[src/rtl/gf_pkg.sv]
// GF(2^m) arithmetic shared by the RS blocks: field constants, multiply, alpha powers
// and the symbol-position-to-locator-root mapping.
package gf_pkg;

  localparam int SYMB_WIDTH = 8;
  localparam int T_LEN      = 4;
  localparam int SYMB_NUM   = 1 << SYMB_WIDTH;
  localparam logic [SYMB_WIDTH:0] FIELD_POLY = 9'h11d;

  function automatic logic [SYMB_WIDTH-1:0] gf_mult(input logic [SYMB_WIDTH-1:0] a,
                                                    input logic [SYMB_WIDTH-1:0] b);
    logic [SYMB_WIDTH-1:0] prod;
    logic [SYMB_WIDTH-1:0] sh;
    prod = '0;
    sh   = a;
    for (int i = 0; i < SYMB_WIDTH; i++) begin
      if (b[i]) prod = prod ^ sh;
      if (sh[SYMB_WIDTH-1]) sh = {sh[SYMB_WIDTH-2:0], 1'b0} ^ FIELD_POLY[SYMB_WIDTH-1:0];
      else                  sh = {sh[SYMB_WIDTH-2:0], 1'b0};
    end
    return prod;
  endfunction

  // Square-and-multiply keeps the depth at SYMB_WIDTH multipliers instead of a 2^m table.
  function automatic logic [SYMB_WIDTH-1:0] alpha_to_symb(input logic [SYMB_WIDTH-1:0] e);
    logic [SYMB_WIDTH-1:0] r;
    logic [SYMB_WIDTH-1:0] base;
    r    = SYMB_WIDTH'(1);
    base = SYMB_WIDTH'(2);
    for (int i = 0; i < SYMB_WIDTH; i++) begin
      if (e[i]) r = gf_mult(r, base);
      base = gf_mult(base, base);
    end
    return r;
  endfunction

  // Position p maps to X = alpha^((p+1) mod (SYMB_NUM-1)), matching the Chien stage ordering.
  function automatic logic [SYMB_WIDTH-1:0] symb_pos_to_x(input logic [SYMB_WIDTH-1:0] p);
    logic [SYMB_WIDTH:0] e;
    e = {1'b0, p} + (SYMB_WIDTH+1)'(1);
    if (e == (SYMB_WIDTH+1)'(SYMB_NUM-1)) e = '0;
    return alpha_to_symb(e[SYMB_WIDTH-1:0]);
  endfunction

endpackage

[src/rtl/rs_locator_build_pkg.sv]
// Local types and widths for the locator builder.
package rs_locator_build_pkg;
  import gf_pkg::*;

  localparam int LOC_W = SYMB_WIDTH * (T_LEN + 1);
  localparam int POS_W = SYMB_WIDTH * T_LEN;
  localparam int DEG_W = $clog2(T_LEN + 1);
  localparam int K_W   = (T_LEN > 1) ? $clog2(T_LEN) : 1;
  localparam logic [LOC_W-1:0] LOC_ONE = LOC_W'(1);

  typedef enum logic [1:0] {
    ST_IDLE,
    ST_RUN,
    ST_DONE
  } loc_state_e;

endpackage

[src/rtl/rs_locator_mac.sv]
// One locator update step L' = L * (1 + X*x), truncated to T_LEN+1 coefficients.
// Purely combinational; no latency, no flow control.
module rs_locator_mac
  import gf_pkg::*, rs_locator_build_pkg::*;
(
  input  logic [LOC_W-1:0]      loc_in,
  input  logic [SYMB_WIDTH-1:0] x,
  output logic [LOC_W-1:0]      loc_out
);

  always_comb begin
    loc_out = loc_in;
    for (int j = 1; j <= T_LEN; j++) begin
      loc_out[j*SYMB_WIDTH +: SYMB_WIDTH] = loc_in[j*SYMB_WIDTH +: SYMB_WIDTH] ^
                                            gf_mult(x, loc_in[(j-1)*SYMB_WIDTH +: SYMB_WIDTH]);
    end
  end

endmodule

[src/rtl/rs_locator_build.sv]
// Builds the erasure locator prod(1 + X_k*x) one factor per cycle; result pulse T_LEN+1 cycles after accept.
// ready is high only when idle; requests seen while busy are ignored and must be held upstream.
module rs_locator_build
  import gf_pkg::*, rs_locator_build_pkg::*;
(
  input  logic                  aclk,
  input  logic                  aresetn,
  input  logic [POS_W-1:0]      positions,
  input  logic [T_LEN-1:0]      positions_mask,
  input  logic                  positions_vld,
  output logic                  ready,
  output logic [LOC_W-1:0]      locator,
  output logic [DEG_W-1:0]      locator_degree,
  output logic                  locator_vld,
  output logic                  locator_err
);

  loc_state_e          state_q, state_d;
  logic [K_W-1:0]      k_q;
  logic [POS_W-1:0]    pos_q;
  logic [T_LEN-1:0]    mask_q;
  logic [LOC_W-1:0]    acc_q;
  logic [DEG_W-1:0]    deg_acc_q;
  logic                err_acc_q;

  logic [SYMB_WIDTH-1:0] cur_p;
  logic [SYMB_WIDTH-1:0] cur_x;
  logic                  cur_in_range;
  logic                  factor_en;
  logic                  factor_bad;
  logic                  last_k;
  logic [LOC_W-1:0]      mac_out;
  logic [LOC_W-1:0]      acc_next;
  logic [DEG_W-1:0]      deg_next;
  logic                  err_next;

  always_ff @(posedge aclk or negedge aresetn) begin
    if (!aresetn) state_q <= ST_IDLE;
    else          state_q <= state_d;
  end

  always_comb begin
    state_d     = state_q;
    ready       = 1'b0;
    locator_vld = 1'b0;
    case (state_q)
      ST_IDLE: begin
        ready = 1'b1;
        if (positions_vld) state_d = ST_RUN;
      end
      ST_RUN: begin
        if (last_k) state_d = ST_DONE;
      end
      ST_DONE: begin
        locator_vld = 1'b1;
        state_d     = ST_IDLE;
      end
      default: state_d = ST_IDLE;
    endcase
  end

  always_comb begin
    cur_p        = pos_q[k_q*SYMB_WIDTH +: SYMB_WIDTH];
    cur_x        = symb_pos_to_x(cur_p);
    cur_in_range = (cur_p <= SYMB_WIDTH'(SYMB_NUM-2));
    factor_en    = mask_q[k_q] & cur_in_range;
    factor_bad   = mask_q[k_q] & ~cur_in_range;
    last_k       = (k_q == K_W'(T_LEN-1));
    acc_next     = factor_en ? mac_out : acc_q;
    deg_next     = deg_acc_q + DEG_W'(factor_en);
    err_next     = err_acc_q | factor_bad;
  end

  rs_locator_mac u_mac (
    .loc_in  (acc_q),
    .x       (cur_x),
    .loc_out (mac_out)
  );

  // Output registers load on the edge into DONE so they are valid alongside locator_vld.
  always_ff @(posedge aclk or negedge aresetn) begin
    if (!aresetn) begin
      k_q            <= '0;
      pos_q          <= '0;
      mask_q         <= '0;
      acc_q          <= LOC_ONE;
      deg_acc_q      <= '0;
      err_acc_q      <= 1'b0;
      locator        <= LOC_ONE;
      locator_degree <= '0;
      locator_err    <= 1'b0;
    end else begin
      case (state_q)
        ST_IDLE: begin
          if (positions_vld) begin
            pos_q     <= positions;
            mask_q    <= positions_mask;
            acc_q     <= LOC_ONE;
            k_q       <= '0;
            deg_acc_q <= '0;
            err_acc_q <= 1'b0;
          end
        end
        ST_RUN: begin
          acc_q     <= acc_next;
          deg_acc_q <= deg_next;
          err_acc_q <= err_next;
          k_q       <= k_q + K_W'(1);
          if (last_k) begin
            locator        <= acc_next;
            locator_degree <= deg_next;
            locator_err    <= err_next;
          end
        end
        default: ;
      endcase
    end
  end

endmodule

[config.mk]
export PLATFORM = sky130hd
export DESIGN_NAME = rs_locator_build
export DESIGN_NICKNAME = d
export VERILOG_FILES = /design/src/rtl/gf_pkg.sv /design/src/rtl/rs_locator_build_pkg.sv /design/src/rtl/rs_locator_mac.sv /design/src/rtl/rs_locator_build.sv
export SDC_FILE = /design/constraint.sdc
export NUM_CORES = 1
export LEC_CHECK = 0
export ABC_AREA = 1
export BUFFER_PORTS_ARGS = -buffer_cell sky130_fd_sc_hd__buf_2
export CELL_PAD_IN_SITES_DETAIL_PLACEMENT = 1
export CELL_PAD_IN_SITES_GLOBAL_PLACEMENT = 1
export CORE_ASPECT_RATIO = 1.4
export CORE_MARGIN = 2
export CORE_UTILIZATION = 29
export DETAILED_ROUTE_END_ITERATION = 10
export PLACE_DENSITY_LB_ADDON = 0.1
export SETUP_SLACK_MARGIN = 0.1
export SYNTH_ARGS = -nofsm -noshare
export SYNTH_HDL_FRONTEND = slang
export SYNTH_HIERARCHICAL = 1
export SYNTH_SLANG_ARGS = --single-unit
[constraint.sdc]
create_clock -name aclk -period 7.9 [get_ports aclk]
set_clock_uncertainty 0.1 [all_clocks]
set_input_delay 0.395 -clock aclk [delete_from_list [all_inputs] [get_ports aclk]]
set_output_delay 0.395 -clock aclk [all_outputs]
set_load 0.01 [all_outputs]
==> flow_metrics.tcl <==
set metrics [dict create \
    hpwl_um 39800 \
    diodes 0 \
    drtIter0Drc 467 \
    r2r_start "k_q[0]$_DFFE_PN0P_" \
    synthToLayoutAreaGrowth_pct 39.2 \
    die_w_um 186 \
    cts_tree "yes" \
    reg2reg_to "acc_q[36]$_DFFE_PN0P_" \
    max_slew_margin 0.279 \
    reg2regPathDepth 64 \
    arrival_ps 7710 \
    cts.path.max_buffers 2 \
    r2r_slack_ps 360 \
    yosys_most_used_dff "dfrtp_1" \
    antenna_found_initial 0 \
    viasPerCell 4.83 \
    finalCritPeriodShare 0.955 \
    die_h_um 259 \
    clockRootBuffer "clkbuf_16" \
    synth-seq-cells 128 \
    grt_overflow 0 \
    initial_core_util 0.293 \
    port_buffers 84 \
    setup.worst_path.end "acc_q[36]$_DFFE_PN0P_" \
    final_cell_mix "nand2_1, inv_1, buf_4, nand2_2, nand3_1" \
    drive_gt1_frac 0.358 \
    tns_ps 0 \
    grt_pass1_vias 14800 \
    num_rows 93 \
    rsz0062_at_grt "yes" \
    path_class "reg -> reg" \
    final_area_um2 18800 \
    placed_cells_incl_taps 2868 \
    seq_area_frac_synth 0.237 \
    ys_types 46 \
    slew_violations 0 \
    drt_wl_total_um 53200 \
    grt_pass1_wl_um 80800 \
    hold_slack_ps 87.7 \
    final-setup-viol-count 0 \
    firstDrtPassIters 5 \
    drc 0 \
    routedWlPerCell_um 17.7 \
    required_ps 8070 \
    critPathBufInv 13 \
    synth_area_per_cell_um2 6.26 \
    htree_levels 4 \
    tightest_slew_ps 1080 \
    yosysWarningCount 6 \
    grt_use_total 0.211 \
    crit_cells 64 \
    slowest_stage "dfrtp_2" \
    crit_start "k_q[0]$_DFFE_PN0P_" \
    postSynth.asyncResetShare 1.00 \
    io_pins 85 \
    grt_start_max_net_pins 87 \
    vias 14600 \
    coreArea_um2 46100 \
    ant_nets 0 \
    max_freq_mhz 133 \
    synth_fp_nets 2205 \
    syn_inst 2158 \
    crit_fanout 8 \
    path_clk_slew_ps 60 \
    drv_cap 0 \
    n_fill_cell 5850 \
    final_nets 2429 \
    synth_edf_count 0 \
    clock_latency_ps 440 \
    fin_cells 3012 \
    crit_family "simple AND/OR/NAND/NOR gates" \
    final_common_cell "nand2_1" \
    cts_buffers 17 \
    place_congestion 0.913 \
    slowest_delay_ps 440 \
    place_area_um2 15000 \
    status "completed" \
    netlist_area_um2 13500 \
    hold_viol_final 0 \
    end_kind "flip-flop" \
    die_area_um2 48400 \
    hp-class "in -> reg" \
    clock_sinks 128 \
    cp-start-kind "flip-flop" \
    post-route-min-period_ps 7540 \
]
-- worst min path at each step --
stage | start | cells after the start | end
CTS | positions[11] | 2 | pos_q[11]$_DFFE_PN0P_
global route | positions[11] | 2 | pos_q[11]$_DFFE_PN0P_
global placement | locator[30]$_DFFE_PN0P_ | 2 | locator[30]$_DFFE_PN0P_
floorplan | aresetn | 0 | acc_q[10]$_DFFE_PN0P_
finish | positions[8] | 2 | pos_q[8]$_DFFE_PN0P_
detailed placement | locator_err$_DFFE_PN0P_ | 2 | locator_err$_DFFE_PN0P_
-- cell usage after synthesis (5+ instances only) --
| cell type | instances | share of area |
|---|---|---|
| a21oi_1 | 5 | 0.0019 |
| buf_2 | 12 | 0.0044 |
| buf_4 | 17 | 0.0094 |
| buf_6 | 15 | 0.012 |
| clkbuf_1 | 42 | 0.012 |
| dfrtp_1 | 126 | 0.23 |
| ha_1 | 8 | 0.0074 |
| inv_1 | 219 | 0.061 |
| inv_2 | 25 | 0.0069 |
| mux2_2 | 31 | 0.026 |
| nand2_1 | 847 | 0.24 |
| nand2_2 | 56 | 0.026 |
| nand2_4 | 14 | 0.012 |
| nand3_1 | 220 | 0.081 |
| nand3_2 | 18 | 0.013 |
| nand3b_1 | 16 | 0.0089 |
| nand4_1 | 18 | 0.0083 |
| nor2_1 | 78 | 0.022 |
| nor2_2 | 14 | 0.0065 |
| o21ai_0 | 102 | 0.038 |
| o21ai_1 | 8 | 0.0030 |
| o21ai_2 | 6 | 0.0039 |
| o22ai_1 | 42 | 0.019 |
| xnor2_1 | 67 | 0.043 |
| xor2_1 | 110 | 0.071 |
-- flip-flops by register name, indices dropped and copies added, names as in the netlist --
register	flops
acc_q	40
locator	40
locator_degree	3
deg_acc_q	3
mask_q	4
err_acc_q	1
pos_q	32
locator_err	1
state_q	2
k_q	2
-- stage by stage --
step | util | setup slack (ps)
floorplan | - | 1260
global placement | 0.326 | -444
detailed placement | 0.326 | -495
CTS | 0.349 | 86.2
global route | 0.408 | -150
finish | 0.408 | 356
-- timing repair --
| item | 4_1_cts | 5_1_grt |
|---|---|---|
| hold buffers | 1 | 0 |
| endpoints found under the hold margin | 11 | 0 |
| setup endpoints to repair | 64 | 64 |
| cloned | 1 | 5 |
| pin swaps | 12 | 186 |
| setup buffers | 27 | 78 |
| gates resized for setup | 73 | 522 |
-- metal layers --
layer	GRT usage	vias up	wire (um)
met5	0	-	0
met4	0.0551	0	1570
li1	-	7209	-
met1	0.234	7098	21300
met3	0.0257	74	1060
met2	0.418	169	29300
-- layout make-up --
cell class              instances  area, um2  share of cell area
multi-input cells            1699      11100               0.588
repair buffers                290       2260               0.120
inverters                     246        968              0.0515
clock inverters                11        106             0.00565
flip-flops and latches        128       3210               0.170
well taps                     617        772              0.0410
clock buffers                  21        450              0.0239
-- cells by family after synthesis --
| kind of cell | after synthesis | share of synthesized area |
|---|---|---|
| fa+ha+maj | 8 | 0.00741 |
| simple gates | 1297 | 0.425 |
| flops | 128 | 0.237 |
| compound gates | 174 | 0.0729 |
| xor+xnor | 185 | 0.124 |
| buf+inv | 334 | 0.107 |
| mux | 32 | 0.0266 |
Power is left out: the tool's default activity adds up to more than one toggle a clock period on the data nets, which glitch-free logic cannot reach.
